## src/rtl/axi4lite_req_arbiter.sv

```systemverilog
// rtl/axi4lite_req_arbiter.sv - round-robin arbiter sharing one AXI4-Lite master command port
// between two requesters, with a WAIT timeout and registered responses.
module axi4lite_req_arbiter #(
  parameter int ADDR_WIDTH     = 2,
  parameter int DATA_WIDTH     = 8,
  parameter int TIMEOUT_CYCLES = 32
) (
  input  logic                  clk,
  input  logic                  rst_n,
  input  logic                  req0_valid,
  input  logic                  req0_we,
  input  logic [ADDR_WIDTH-1:0] req0_addr,
  input  logic [DATA_WIDTH-1:0] req0_wdata,
  output logic                  req0_ready,
  output logic                  req0_resp_valid,
  output logic [DATA_WIDTH-1:0] req0_rdata,
  output logic                  req0_err,
  input  logic                  req1_valid,
  input  logic                  req1_we,
  input  logic [ADDR_WIDTH-1:0] req1_addr,
  input  logic [DATA_WIDTH-1:0] req1_wdata,
  output logic                  req1_ready,
  output logic                  req1_resp_valid,
  output logic [DATA_WIDTH-1:0] req1_rdata,
  output logic                  req1_err,
  output logic                  m_start_write,
  output logic                  m_start_read,
  output logic [ADDR_WIDTH-1:0] m_write_addr,
  output logic [ADDR_WIDTH-1:0] m_read_addr,
  output logic [DATA_WIDTH-1:0] m_wdata,
  input  logic [DATA_WIDTH-1:0] m_rdata,
  input  logic                  m_done,
  output logic                  busy
);

  localparam int CW = (TIMEOUT_CYCLES > 1) ? $clog2(TIMEOUT_CYCLES) : 1;
  localparam logic [CW-1:0] CNT_LAST = CW'(TIMEOUT_CYCLES - 1);

  typedef enum logic [1:0] {IDLE, ISSUE, WAIT, RESP} state_t;

  state_t                  state, state_nx;
  logic                    last_grant, owner, cap_we;
  logic [CW-1:0]           cnt;
  logic                    sel, sel_we;
  logic [ADDR_WIDTH-1:0]   sel_addr;
  logic [DATA_WIDTH-1:0]   sel_wdata;
  logic                    done_hit, timeout_hit;
  logic [DATA_WIDTH-1:0]   res_rdata;

  always_ff @(posedge clk or negedge rst_n) begin
    if (!rst_n) state <= IDLE;
    else        state <= state_nx;
  end

  always_comb begin
    state_nx    = state;
    done_hit    = 1'b0;
    timeout_hit = 1'b0;
    // On a tie the requester that was not served last wins.
    sel       = (req0_valid && req1_valid) ? ~last_grant : req1_valid;
    sel_we    = sel ? req1_we    : req0_we;
    sel_addr  = sel ? req1_addr  : req0_addr;
    sel_wdata = sel ? req1_wdata : req0_wdata;
    case (state)
      IDLE:  if (req0_valid || req1_valid) state_nx = ISSUE;
      ISSUE: state_nx = WAIT;
      WAIT: begin
        done_hit    = m_done;
        timeout_hit = !m_done && (cnt == CNT_LAST);
        if (done_hit || timeout_hit) state_nx = RESP;
      end
      RESP:    state_nx = IDLE;
      default: state_nx = IDLE;
    endcase
    res_rdata = (done_hit && !cap_we) ? m_rdata : '0;
  end

  always_ff @(posedge clk or negedge rst_n) begin
    if (!rst_n) begin
      last_grant      <= 1'b1;
      owner           <= 1'b0;
      cap_we          <= 1'b0;
      cnt             <= '0;
      req0_ready      <= 1'b0;
      req1_ready      <= 1'b0;
      req0_resp_valid <= 1'b0;
      req1_resp_valid <= 1'b0;
      req0_rdata      <= '0;
      req1_rdata      <= '0;
      req0_err        <= 1'b0;
      req1_err        <= 1'b0;
      m_start_write   <= 1'b0;
      m_start_read    <= 1'b0;
      m_write_addr    <= '0;
      m_read_addr     <= '0;
      m_wdata         <= '0;
      busy            <= 1'b0;
    end else begin
      req0_ready      <= 1'b0;
      req1_ready      <= 1'b0;
      req0_resp_valid <= 1'b0;
      req1_resp_valid <= 1'b0;
      req0_rdata      <= '0;
      req1_rdata      <= '0;
      req0_err        <= 1'b0;
      req1_err        <= 1'b0;
      m_start_write   <= 1'b0;
      m_start_read    <= 1'b0;
      busy            <= (state_nx != IDLE);
      case (state)
        IDLE: if (state_nx == ISSUE) begin
          owner         <= sel;
          cap_we        <= sel_we;
          req0_ready    <= ~sel;
          req1_ready    <= sel;
          m_start_write <= sel_we;
          m_start_read  <= ~sel_we;
          m_wdata       <= sel_wdata;
          if (sel_we) m_write_addr <= sel_addr;
          else        m_read_addr  <= sel_addr;
        end
        ISSUE: cnt <= '0;
        WAIT: begin
          if (done_hit || timeout_hit) begin
            req0_resp_valid <= ~owner;
            req1_resp_valid <= owner;
            if (owner) begin
              req1_rdata <= res_rdata;
              req1_err   <= timeout_hit;
            end else begin
              req0_rdata <= res_rdata;
              req0_err   <= timeout_hit;
            end
          end else begin
            cnt <= cnt + 1'b1;
          end
        end
        RESP:    last_grant <= owner;
        default: ;
      endcase
    end
  end

endmodule

```

## config.mk

```make
export PLATFORM = sky130hd
export DESIGN_NAME = axi4lite_req_arbiter
export DESIGN_NICKNAME = d
export VERILOG_FILES = /design/src/rtl/axi4lite_req_arbiter.sv
export SDC_FILE = /design/constraint.sdc
export NUM_CORES = 1
export LEC_CHECK = 0
export ABC_AREA = 1
export BUFFER_PORTS_ARGS = -buffer_cell sky130_fd_sc_hd__buf_2
export CORE_MARGIN = 2
export CORE_UTILIZATION = 52
export CTS_BUF_LIST = sky130_fd_sc_hd__clkbuf_8 sky130_fd_sc_hd__clkbuf_16
export DETAILED_ROUTE_END_ITERATION = 8
export GPL_TIMING_DRIVEN = 0
export PLACE_DENSITY = 0.91
export SLEW_MARGIN = 15
export SYNTH_ARGS = -nofsm -noshare
export SYNTH_HDL_FRONTEND = slang
export SYNTH_SLANG_ARGS = --single-unit
```

## constraint.sdc

```tcl
create_clock -name clk -period 2.5 [get_ports clk]
set_input_delay 0.125 -clock clk [delete_from_list [all_inputs] [get_ports clk]]
set_output_delay 0.125 -clock clk [all_outputs]
set_load 0.005 [all_outputs]
```

======== Yosys cells after proc, flatten, opt, wreduce, memory -nomap -nowiden ========
Cells that the tools add are included.
cells by class
  equality and inequality tests ........... 6
  $lt $le $gt $ge ......................... 0
  muxes and demuxes ....................... 36
  bitwise gates (word level) .............. 4
  divide/modulo/power cells ............... 0
  reduce and logical (&&, ||, !) cells .... 15
  multiply operators ...................... 0
  shift operators ......................... 0
  $add $sub $neg .......................... 1
operators by type and width
  operator             count
  $mux 8               8
  $mux 1               22
  $pmux 5 s2           1
  $pmux 2 s4           1
  $mux 2               3
  $reduce_and 3->1     2
  $add 5x1->5 const B  1
  $eq 5x5->1 const B   1
  $mux 5               1
  $eq 2x1->1 const B   2
  $eq 2x2->1 const B   2
  $not 1->1            4
  $reduce_and 2->1     2
  $reduce_bool 2->1    2
  $logic_and 1x1->1    3
  $logic_or 1x1->1     3
  $logic_not 1->1      2
  $logic_not 2->1      1
  $ne 2x2->1 const B   1
storage, ports and cells
  memory bits (read-only) ................. 0
  RAM bits ................................ 0
  flip-flop bits (word level) ............. 47
  bits of input ports ..................... 35
  bits in latches ......................... 0
  word-level logic and storage cells ...... 81
  memories kept ........................... 0

======== Depth between registers and ports, before layout ========
Gate-level depths: netlist of the first run.
  depth after elaboration ................. 8
  gate-level depth with buffers ........... 9
  mapped depth without buffers ............ 9

======== Worst setup path before layout of the first run ========
No wires, ideal clock.
  kind .................................... register to register
  start point ............................. register cnt[0]
  end point ............................... register cnt[2]
  setup slack ............................. 1.067 ns
  cell stages (with the launch flop) ...... 9
  period minus slack after synthesis ...... 1.433 ns
  arrival time ............................ 1.312 ns
  buffers on the path ..................... 0
  cells stage by stage .................... dfrtp_1 ha_1 nand2_1 nor2_1 ha_1 inv_1 nand3_1 o21ai_0 nor2_1
between the ends
  longest elaborated chain between the ends .. 6
  elaborated cells on any way between the ends .. 9
  those cells by class .................... 1 x add/sub; 2 x eq/ne; 3 x mux; 3 x reduce/logical
RTL lines
  item                                                                 line  RTL
  start, declared                                                      43    logic [CW-1:0] cnt;
  start signal, assigned                                               135   cnt <= cnt + 1'b1;
  parallel branches: the longest is 6 deep, another holds $add 5x1->5  --
Parallel ways; which one is timed is not known. The select of a mux whose other input is x is not followed.
A chain may end at the register's enable or synchronous reset.

======== Final worst setup path of the first run ========
Ends and elaborated chain as after synthesis.

==> results of run 1 <==
[cell usage in the layout, fill, tap and decap left out, types with 2 or more instances in the layout]
| cell type | count |
|---|---|
| a21oi_1 | 3 |
| buf_2 | 73 |
| clkbuf_1 | 2 |
| clkbuf_8 | 5 |
| dfrtp_1 | 46 |
| ha_1 | 6 |
| inv_1 | 11 |
| nand2_1 | 95 |
| nand3_1 | 12 |
| nand4_1 | 2 |
| nor2_1 | 29 |
| o21ai_0 | 4 |
[report_power, final]
group | switching (mW) | internal, mW | leakage (nW)
combinational | 0.527 | 0.318 | 0.794
sequential | 0.115 | 0.978 | 0.618
clock | 0.242 | 0.297 | 0.0581
total | 0.885 | 1.59 | 1.47
[area by class of cell]
class / count / share of cell area (%)
timing repair buffer: 71 / 14.5
buffer: 5 / 1.02
clock buffer: 5 / 2.81
clock inverter: 3 / 1.79
sequential: 47 / 48.1
multi-input combinational: 153 / 27.6
tap: 48 / 2.45
inverter: 11 / 1.69
[registers in the layout, summed over array words and instances, names as in the netlist, 2 cells and up]
| name | count |
|---|---|
| m_wdata | 8 |
| req0_rdata | 8 |
| req1_rdata | 8 |
| cnt | 5 |
| m_read_addr | 2 |
| m_write_addr | 2 |
| state | 2 |
[worst register-to-register path, stage by stage (launching register included)]
cell     delay, ns
dfrtp_1       0.42
ha_1          0.19
nand2_1       0.07
nor2_1        0.11
ha_1          0.18
inv_1         0.06
nand3_1       0.17
nand2_1       0.13
a21oi_1       0.14
nor2_1        0.05
[cell families (layout without fill, tap and decap cells)]
group / after synthesis / count (layout) / share of synthesized area, %
flip-flops: 47 / 47 / 61.3
AO/OA/AOI/OAI: 7 / 7 / 1.83
AND/OR/NAND/NOR: 140 / 140 / 29.5
adder cells (fa/ha/maj): 6 / 6 / 3.91
buffers and inverters: 16 / 95 / 3.46
[stage by stage]
stage | setup WS [ns] | cells | total power [mW] | utilization (%)
6_report | 0.868 | 343 | 2.48 | 67.9
5_1_grt | 0.677 | 343 | 2.68 | 67.9
4_1_cts | 0.866 | 343 | 2.50 | 67.9
3_5_place_dp | 0.894 | 335 | 1.97 | 64.7
3_3_place_gp | 0.950 | 335 | 1.92 | 64.7
2_1_floorplan | 1.07 | 216 | 1.63 | -
[metal layers]
layer	track usage [%]	share of wire [%]
met5	0	0
met4	10.4	1.7
met3	4.86	7.3
met2	36.1	50
met1	22.8	41
[final timing paths]
| path | startpoint | endpoint | cells after the start |
|---|---|---|---|
| max in group asynchronous | rst_n | req0_err$_DFF_PN0_ | 1 |
| min reg2reg | m_wdata[5]$_DFFE_PN0P_ | m_wdata[5]$_DFFE_PN0P_ | 2 |
| max reg2reg | cnt[0]$_DFFE_PN0P_ | cnt[2]$_DFFE_PN0P_ | 9 |
| min | rst_n | cnt[2]$_DFFE_PN0P_ | 1 |
| min in group clk | m_rdata[7] | req1_rdata[7]$_DFF_PN0_ | 3 |
| max | cnt[0]$_DFFE_PN0P_ | cnt[2]$_DFFE_PN0P_ | 9 |
==> impl_metrics.json, run 1 <==
{
  "gr-total-overflow": 0,
  "hold_buffers": 0,
  "drive_above_1_share_pct": 28.8,
  "slew_headroom_pct": 35.1,
  "ys_seq_area_share_pct": 61.3,
  "synth_area_um2": 1920,
  "finalSetupViolCount": 0,
  "fin_nets": 335,
  "die_y_um": 64.8,
  "finClkSkew_ns": 0.00468,
  "cts_setup_buffers": 0,
  "clock-sinks": 47,
  "cp.required_ns": 2.68,
  "synth_nets": 257,
  "fin_crit_sh_pct": 65.3,
  "cts.clk_slew.worst_paths_ns": 0.08,
  "async_reset_ff_share_pct": 100,
  "crit_chain": "ha_1 -> nand2_1 -> nor2_1 -> ha_1 -> inv_1 -> nand3_1 -> nand2_1 -> a21oi_1 -> nor2_1",
  "track_usage_pct": 20.4,
  "end_kind": "flip-flop",
  "fin_crit_ns": 1.63,
  "synth.most_common_cell": "nand2_1",
  "std_cell_rows": 22,
  "first_pass_iters": 4,
  "startpoint_type": "flip-flop",
  "cts_resized": 0,
  "critPathTopFamily": "simple AND/OR/NAND/NOR gates",
  "routedWlPerCell_um": 11.1,
  "yosys-top-cells-area": "dfrtp_1, nand2_1, nor2_1",
  "root_buffer": "clkbuf_8",
  "cts_buffer_depth": 2,
  "die_w_um": 64.8,
  "cp_num_buf_inv": 1,
  "ant_nets": 0,
  "synth_cell_types": 15,
  "critPathSlowestCell": "dfrtp_1",
  "dr_total_vias": 1656,
  "synth_edf_count": 0,
  "power_density_nw_per_um2": 1010,
  "p_leak_nw": 1.47,
  "core-area_um2": 3610,
  "first_global_vias": 1560,
  "syn_area_per_cell_um2": 8.89,
  "grt_max_degree": 48,
  "multiInputGateArea_um2": 676,
  "routed_wl_um": 3820,
  "postPlaceCellArea_um2": 2330,
  "ys_warn_count": 0,
  "dieArea_um2": 4190,
  "vdd_ir_drop_max_mv": 0.585,
  "fmax_mhz": 613,
  "start_util_pct": 53.2,
  "rsz0062_at_grt": "false",
  "tightest_slew_ns": 0.974,
  "cap_violations": 0,
  "antenna_found_initial": 0,
  "critPathKind": "reg2reg",
  "drc": 0,
  "hold_path_class": "in2async",
  "cts-buffers-inserted": 5,
  "slew_violations": 0,
  "ios": 72,
  "h-tree-depth": 2,
  "whs_ns": -0.0153,
  "tns_ns": 0,
  "grt_pass1_wl_um": 6490,
  "hold_viol": 28,
  "vias_per_cell": 4.83,
  "failed_checks": "hold timing",
  "dpl.hpwl_um": 2910,
  "status": "complete, but fails checks",
  "netlist_instances": 216,
  "yosys_register_bits": 47,
  "final_area_um2": 2450,
  "cts_tree": "done",
  "diodes": 0,
  "ff2ff_setup_slack_ns": 0.87,
  "drt_iter0_markers": 54,
  "regArea_um2": 1180,
  "portBuffers": 71,
  "gp_congestion": 0.831,
  "synth.largest_area_cell": "dfrtp_1",
  "nFillCells": 316,
  "arrival_ns": 1.82,
  "synth_top_flop_cell": "dfrtp_1",
  "slowest_delay_ns": 0.42,
  "clock_latency_ns": 0.29,
  "cp_max_fo": 6,
  "yosys.area.top_type_share_pct": 60.0,
  "synth_commonest_cells": "nand2_1, dfrtp_1, nor2_1",
  "syn2layout_area_growth_pct": 27.5
}
No activity file was read; power rests on OpenSTA's default activity.
==> inputs of run 2 (changes only) <==
--- a/config.mk
+++ b/config.mk
@@ -8,11 +8,11 @@
 export ABC_AREA = 1
 export BUFFER_PORTS_ARGS = -buffer_cell sky130_fd_sc_hd__buf_2
 export CORE_MARGIN = 2
-export CORE_UTILIZATION = 52
+export CORE_UTILIZATION = 43
 export CTS_BUF_LIST = sky130_fd_sc_hd__clkbuf_8 sky130_fd_sc_hd__clkbuf_16
 export DETAILED_ROUTE_END_ITERATION = 8
 export GPL_TIMING_DRIVEN = 0
-export PLACE_DENSITY = 0.91
+export PLACE_DENSITY = 0.81
 export SLEW_MARGIN = 15
 export SYNTH_ARGS = -nofsm -noshare
 export SYNTH_HDL_FRONTEND = slang
==> constraint.sdc (replaced) <==
create_clock -name clk -period 1.4 [get_ports clk]
set_input_delay 0.07 -clock clk [delete_from_list [all_inputs] [get_ports clk]]
set_output_delay 0.07 -clock clk [all_outputs]
set_load 0.005 [all_outputs]
==> impl_metrics.json, run 2 (synthesis results as in run 1) <==
{
  "antenna_found_initial": 0,
  "grt_max_degree": 48,
  "start_util_pct": 44.4,
  "cts.clk_slew.worst_paths_ns": 0.08,
  "layout_commonest_cell": "nand2_1",
  "power_density_nw_per_um2": 1880,
  "critPathKind": "reg2reg",
  "cp.required_ns": 1.59,
  "cts_buffer_depth": 2,
  "track_usage_pct": 17.8,
  "hold_viol": 0,
  "dr_total_vias": 1748,
  "slew_violations": 0,
  "ios": 72,
  "largestRegisters": "m_wdata (8), req0_rdata (8), req1_rdata (8)",
  "fin_nets": 358,
  "cp_max_fo": 5,
  "vias_per_cell": 4.72,
  "vdd_ir_drop_max_mv": 0.848,
  "drt_iter0_markers": 76,
  "clock-sinks": 47,
  "first_pass_iters": 4,
  "diodes": 0,
  "end_kind": "flip-flop",
  "dpl.hpwl_um": 2900,
  "power_mw": 5.18,
  "core-area_um2": 4320,
  "finClkSkew_ns": 0.00667,
  "tightest_slew_ns": 0.446,
  "status": "complete, but fails checks",
  "place_ws_ns": -0.251,
  "slew_headroom_pct": 70.3,
  "dieArea_um2": 5010,
  "cts_tree": "done",
  "fin_crit_sh_pct": 109,
  "p_leak_nw": 1.60,
  "tns_ns": -0.417,
  "routed_wl_um": 4440,
  "clock_latency_ns": 0.29,
  "die_w_um": 70.8,
  "ant_nets": 0,
  "layout_common_cells": "nand2_1, buf_2, dfrtp_1",
  "gr-total-overflow": 0,
  "std_cell_rows": 24,
  "hold_path_class": "in2reg",
  "h-tree-depth": 2,
  "arrival_ns": 1.71,
  "drive_above_1_share_pct": 40.6,
  "cts-buffers-inserted": 5,
  "startpoint_type": "flip-flop",
  "fin_crit_ns": 1.52,
  "drc": 0,
  "root_buffer": "clkbuf_8",
  "syn2layout_area_growth_pct": 43.8,
  "grt_pass1_wl_um": 7110,
  "cap_violations": 0,
  "routedWlPerCell_um": 12.0,
  "first_global_vias": 1688,
  "finalSetupViolCount": 6,
  "gp_congestion": 0.811,
  "fmax_mhz": 658,
  "failed_checks": "setup timing",
  "fin_ws_ns": -0.121,
  "rsz0062_at_grt": "true",
  "portBuffers": 71,
  "die_y_um": 70.8
}
-- run 2: stage by stage --
step           instance area, µm²  util [%]  cells  hold slack (ns)
2_1_floorplan                1920         -    216           -0.226
3_3_place_gp                 2340      54.2    339            0.286
3_5_place_dp                 2340      54.2    339            0.302
4_1_cts                      2630      60.7    359          0.00522
5_1_grt                      2760      63.8    370          0.00845
6_report                     2760      63.8    370           0.0121
-- run 2: timing repair --
| action | in CTS | in global routing |
|---|---|---|
| gates resized for setup | 17 | 17 |
| setup endpoints to repair | 43 | 40 |
| gates cloned | 0 | 1 |
| hold buffers | 2 | 0 |
| hold endpoints to repair | 47 | 0 |
| pin swaps | 8 | 12 |
| setup buffers | 10 | 9 |
-- run 2: area by class of cell --
class                   instances  area [µm²]
plain buffers                   5        33.8
clock buffers                   6        82.6
clock inverters                 2        35.0
fillers                       392        1560
inverters                      11        43.8
multi-input cells             153         773
flip-flops and latches         47        1180
well taps                      52        65.1
repair buffers                 94         549
-- run 2: worst paths after layout --
check / depth (start not counted) / slack, ns / endpoint / from
max: 9 / -0.12 / cnt[0]$_DFFE_PN0P_ / cnt[0]$_DFFE_PN0P_
min: 3 / 0.01 / req0_rdata[2]$_DFF_PN0_ / m_rdata[2]
max reg2reg: 9 / -0.12 / cnt[0]$_DFFE_PN0P_ / cnt[0]$_DFFE_PN0P_
min reg2reg: 2 / 0.48 / m_read_addr[0]$_DFFE_PN0P_ / m_read_addr[0]$_DFFE_PN0P_
max in group asynchronous: 3 / 0.66 / last_grant$_DFFE_PN1N_ / rst_n
min in group asynchronous: 2 / 0.20 / cnt[3]$_DFFE_PN0P_ / rst_n
-- run 2: routing by layer --
| metal | GRT usage, % | up-vias | wire (µm) |
|---|---|---|---|
| li1 | - | 869 | - |
| met1 | 21.0 | 801 | 1830 |
| met2 | 31.7 | 69 | 2260 |
| met3 | 3.56 | 9 | 276 |
| met4 | 7.13 | 0 | 76 |
| met5 | 0 | - | 0 |
-- run 2: worst max-delay path, stage by stage (launching register included) --
cell	delay, ns
dfrtp_1	0.39
ha_2	0.20
nand2_2	0.09
nor2_2	0.04
ha_2	0.18
inv_2	0.09
nand3_4	0.12
buf_4	0.18
nand3_2	0.06
o21ai_1	0.06
-- run 2: power breakdown --
part	internal, mW	leakage, nW	switching [mW]	total, mW
Clock	0.578	0.0612	0.435	1.01
Combinational	1.01	0.918	1.23	2.24
Sequential	1.75	0.618	0.178	1.92
==> inputs of run 3 (changes only) <==
--- a/config.mk
+++ b/config.mk
@@ -13,6 +13,7 @@
 export DETAILED_ROUTE_END_ITERATION = 8
 export GPL_TIMING_DRIVEN = 0
 export PLACE_DENSITY = 0.81
+export REMOVE_ABC_BUFFERS = 1
 export SLEW_MARGIN = 15
 export SYNTH_ARGS = -nofsm -noshare
 export SYNTH_HDL_FRONTEND = slang
==> impl_metrics.json, run 3 (synthesis results as in run 1) <==
{
  "ant_nets": 0,
  "layout_commonest_cell": "nand2_1",
  "start_util_pct": 44.4,
  "rsz0062_at_grt": "true",
  "hold_path_class": "in2reg",
  "slowest_delay_ns": 0.39,
  "drc": 0,
  "std_cell_rows": 24,
  "tns_ns": -0.100,
  "dp.cells": 334,
  "cts-buffers-inserted": 5,
  "gp_congestion": 0.728,
  "finalNonFillerCells": 358,
  "p_leak_nw": 1.53,
  "track_usage_pct": 16.7,
  "first_pass_iters": 4,
  "dr_total_vias": 1675,
  "failed_checks": "setup timing",
  "final_area_um2": 2700,
  "dieArea_um2": 5010,
  "clock_latency_ns": 0.29,
  "crit_chain": "ha_2 -> nand2_2 -> nor2_2 -> ha_2 -> inv_2 -> nand2_1 -> o21ai_2 -> nand3_1",
  "end_kind": "flip-flop",
  "drive_above_1_share_pct": 40.2,
  "first_global_vias": 1604,
  "vias_per_cell": 4.68,
  "syn2layout_area_growth_pct": 40.4,
  "postPlaceCellArea_um2": 2310,
  "fin_nets": 346,
  "grt_max_degree": 48,
  "core-area_um2": 4320,
  "portBuffers": 71,
  "clock-sinks": 47,
  "startpoint_type": "flip-flop",
  "cts_buffer_depth": 2,
  "cap_violations": 0,
  "critPathTopFamily": "flip-flops",
  "fin_crit_sh_pct": 103,
  "dpl.hpwl_um": 2700,
  "grt_pass1_wl_um": 6750,
  "hold_viol": 0,
  "largestRegisters": "m_wdata (8), req0_rdata (8), req1_rdata (8)",
  "cts_tree": "done",
  "cp_num_buf_inv": 1,
  "slew_headroom_pct": 33.1,
  "gr-total-overflow": 0,
  "critPathSlowestCell": "dfrtp_1",
  "arrival_ns": 1.61,
  "cp.required_ns": 1.57,
  "fmax_mhz": 697,
  "finalSetupViolCount": 6,
  "seqPwrFrac_pct": 39.4,
  "diodes": 0,
  "power_density_nw_per_um2": 1860,
  "slew_violations": 0,
  "fin_crit_ns": 1.44,
  "p_comb_share_pct": 40.2,
  "cp_max_fo": 2,
  "vdd_ir_drop_max_mv": 1.06,
  "status": "complete, but fails checks",
  "h-tree-depth": 2,
  "die_y_um": 70.8,
  "nFillCells": 385,
  "whs_ns": 0.0101,
  "sw_frac_of_total_pct": 36.4,
  "die_w_um": 70.8,
  "drt_iter0_markers": 38,
  "finClkSkew_ns": 0.0108,
  "clkPwrFrac_pct": 20.4,
  "final_core_util_pct": 62.3,
  "internal_power_mw": 3.19,
  "fin_ws_ns": -0.0357,
  "cp_common_cell": "ha_2",
  "root_buffer": "clkbuf_8",
  "antenna_found_initial": 0,
  "tightest_slew_ns": 1.00,
  "cts.clk_slew.worst_paths_ns": 0.09,
  "critPathKind": "reg2reg",
  "layout_common_cells": "nand2_1, buf_2, dfrtp_1",
  "p_sw_mw": 1.82,
  "power_mw": 5.02,
  "place_ws_ns": -0.460,
  "routed_wl_um": 4180,
  "routedWlPerCell_um": 11.7,
  "ios": 72
}
==> run 3: repair_timing <==
item	in CTS	in global routing
setup buffers	11	2
endpoints found under the setup margin	43	34
pin swaps	6	6
gates resized for setup	29	10
hold endpoints to repair	46	0
gates cloned	2	0
hold buffers	1	0
==> run 3: power by group through the flow <==
stage | Combinational [mW] | Clock (mW) | Sequential [mW]
floorplan | 0.857 | 0 | 2.01
global placement | 1.40 | 0 | 2.00
detailed placement | 1.44 | 0 | 2.00
CTS | 1.92 | 1.05 | 1.97
global route | 2.28 | 1.10 | 2.03
finish | 2.02 | 1.02 | 1.98
==> run 3: final timing paths <==
kind	start	endpoint	slack (ns)	depth (start not counted)
setup / recovery	cnt[1]$_DFFE_PN0P_	busy$_DFF_PN0_	-0.04	8
hold / removal	m_rdata[4]	req1_rdata[4]$_DFF_PN0_	0.01	3
setup reg to reg	cnt[1]$_DFFE_PN0P_	busy$_DFF_PN0_	-0.04	8
hold reg to reg	m_write_addr[0]$_DFFE_PN0P_	m_write_addr[0]$_DFFE_PN0P_	0.48	2
max in group asynchronous	rst_n	req1_resp_valid$_DFF_PN0_	0.29	2
min in group asynchronous	rst_n	m_read_addr[0]$_DFFE_PN0P_	0.48	2
==> run 3: cell type report <==
class | count | area (µm²) | area share (%)
Multi-Input combinational cell | 154 | 801 | 29.7
Sequential cell | 47 | 1180 | 43.7
Inverter | 11 | 47.5 | 1.76
Tap cell | 52 | 65.1 | 2.41
Timing Repair inverter | 1 | 7.51 | 0.279
Clock inverter | 2 | 38.8 | 1.44
Timing Repair Buffer | 85 | 475 | 17.6
Clock buffer | 6 | 82.6 | 3.06
==> run 3: routing by layer <==
layer / global-route usage [%] / wire length [µm]
met3: 4.13 / 295
met5: 0 / 0
met1: 20.9 / 1770
met2: 28.1 / 2040
met4: 6.08 / 76
==> run 3: worst register-to-register path: cells and delay by family (launching register included) <==
kind | cells | cell delay (ns)
adder cells (fa/ha/maj) | 2 | 0.38
AND/OR/NAND/NOR | 4 | 0.31
flip-flops | 1 | 0.39
AO/OA/AOI/OAI | 1 | 0.17
buffers and inverters | 1 | 0.08
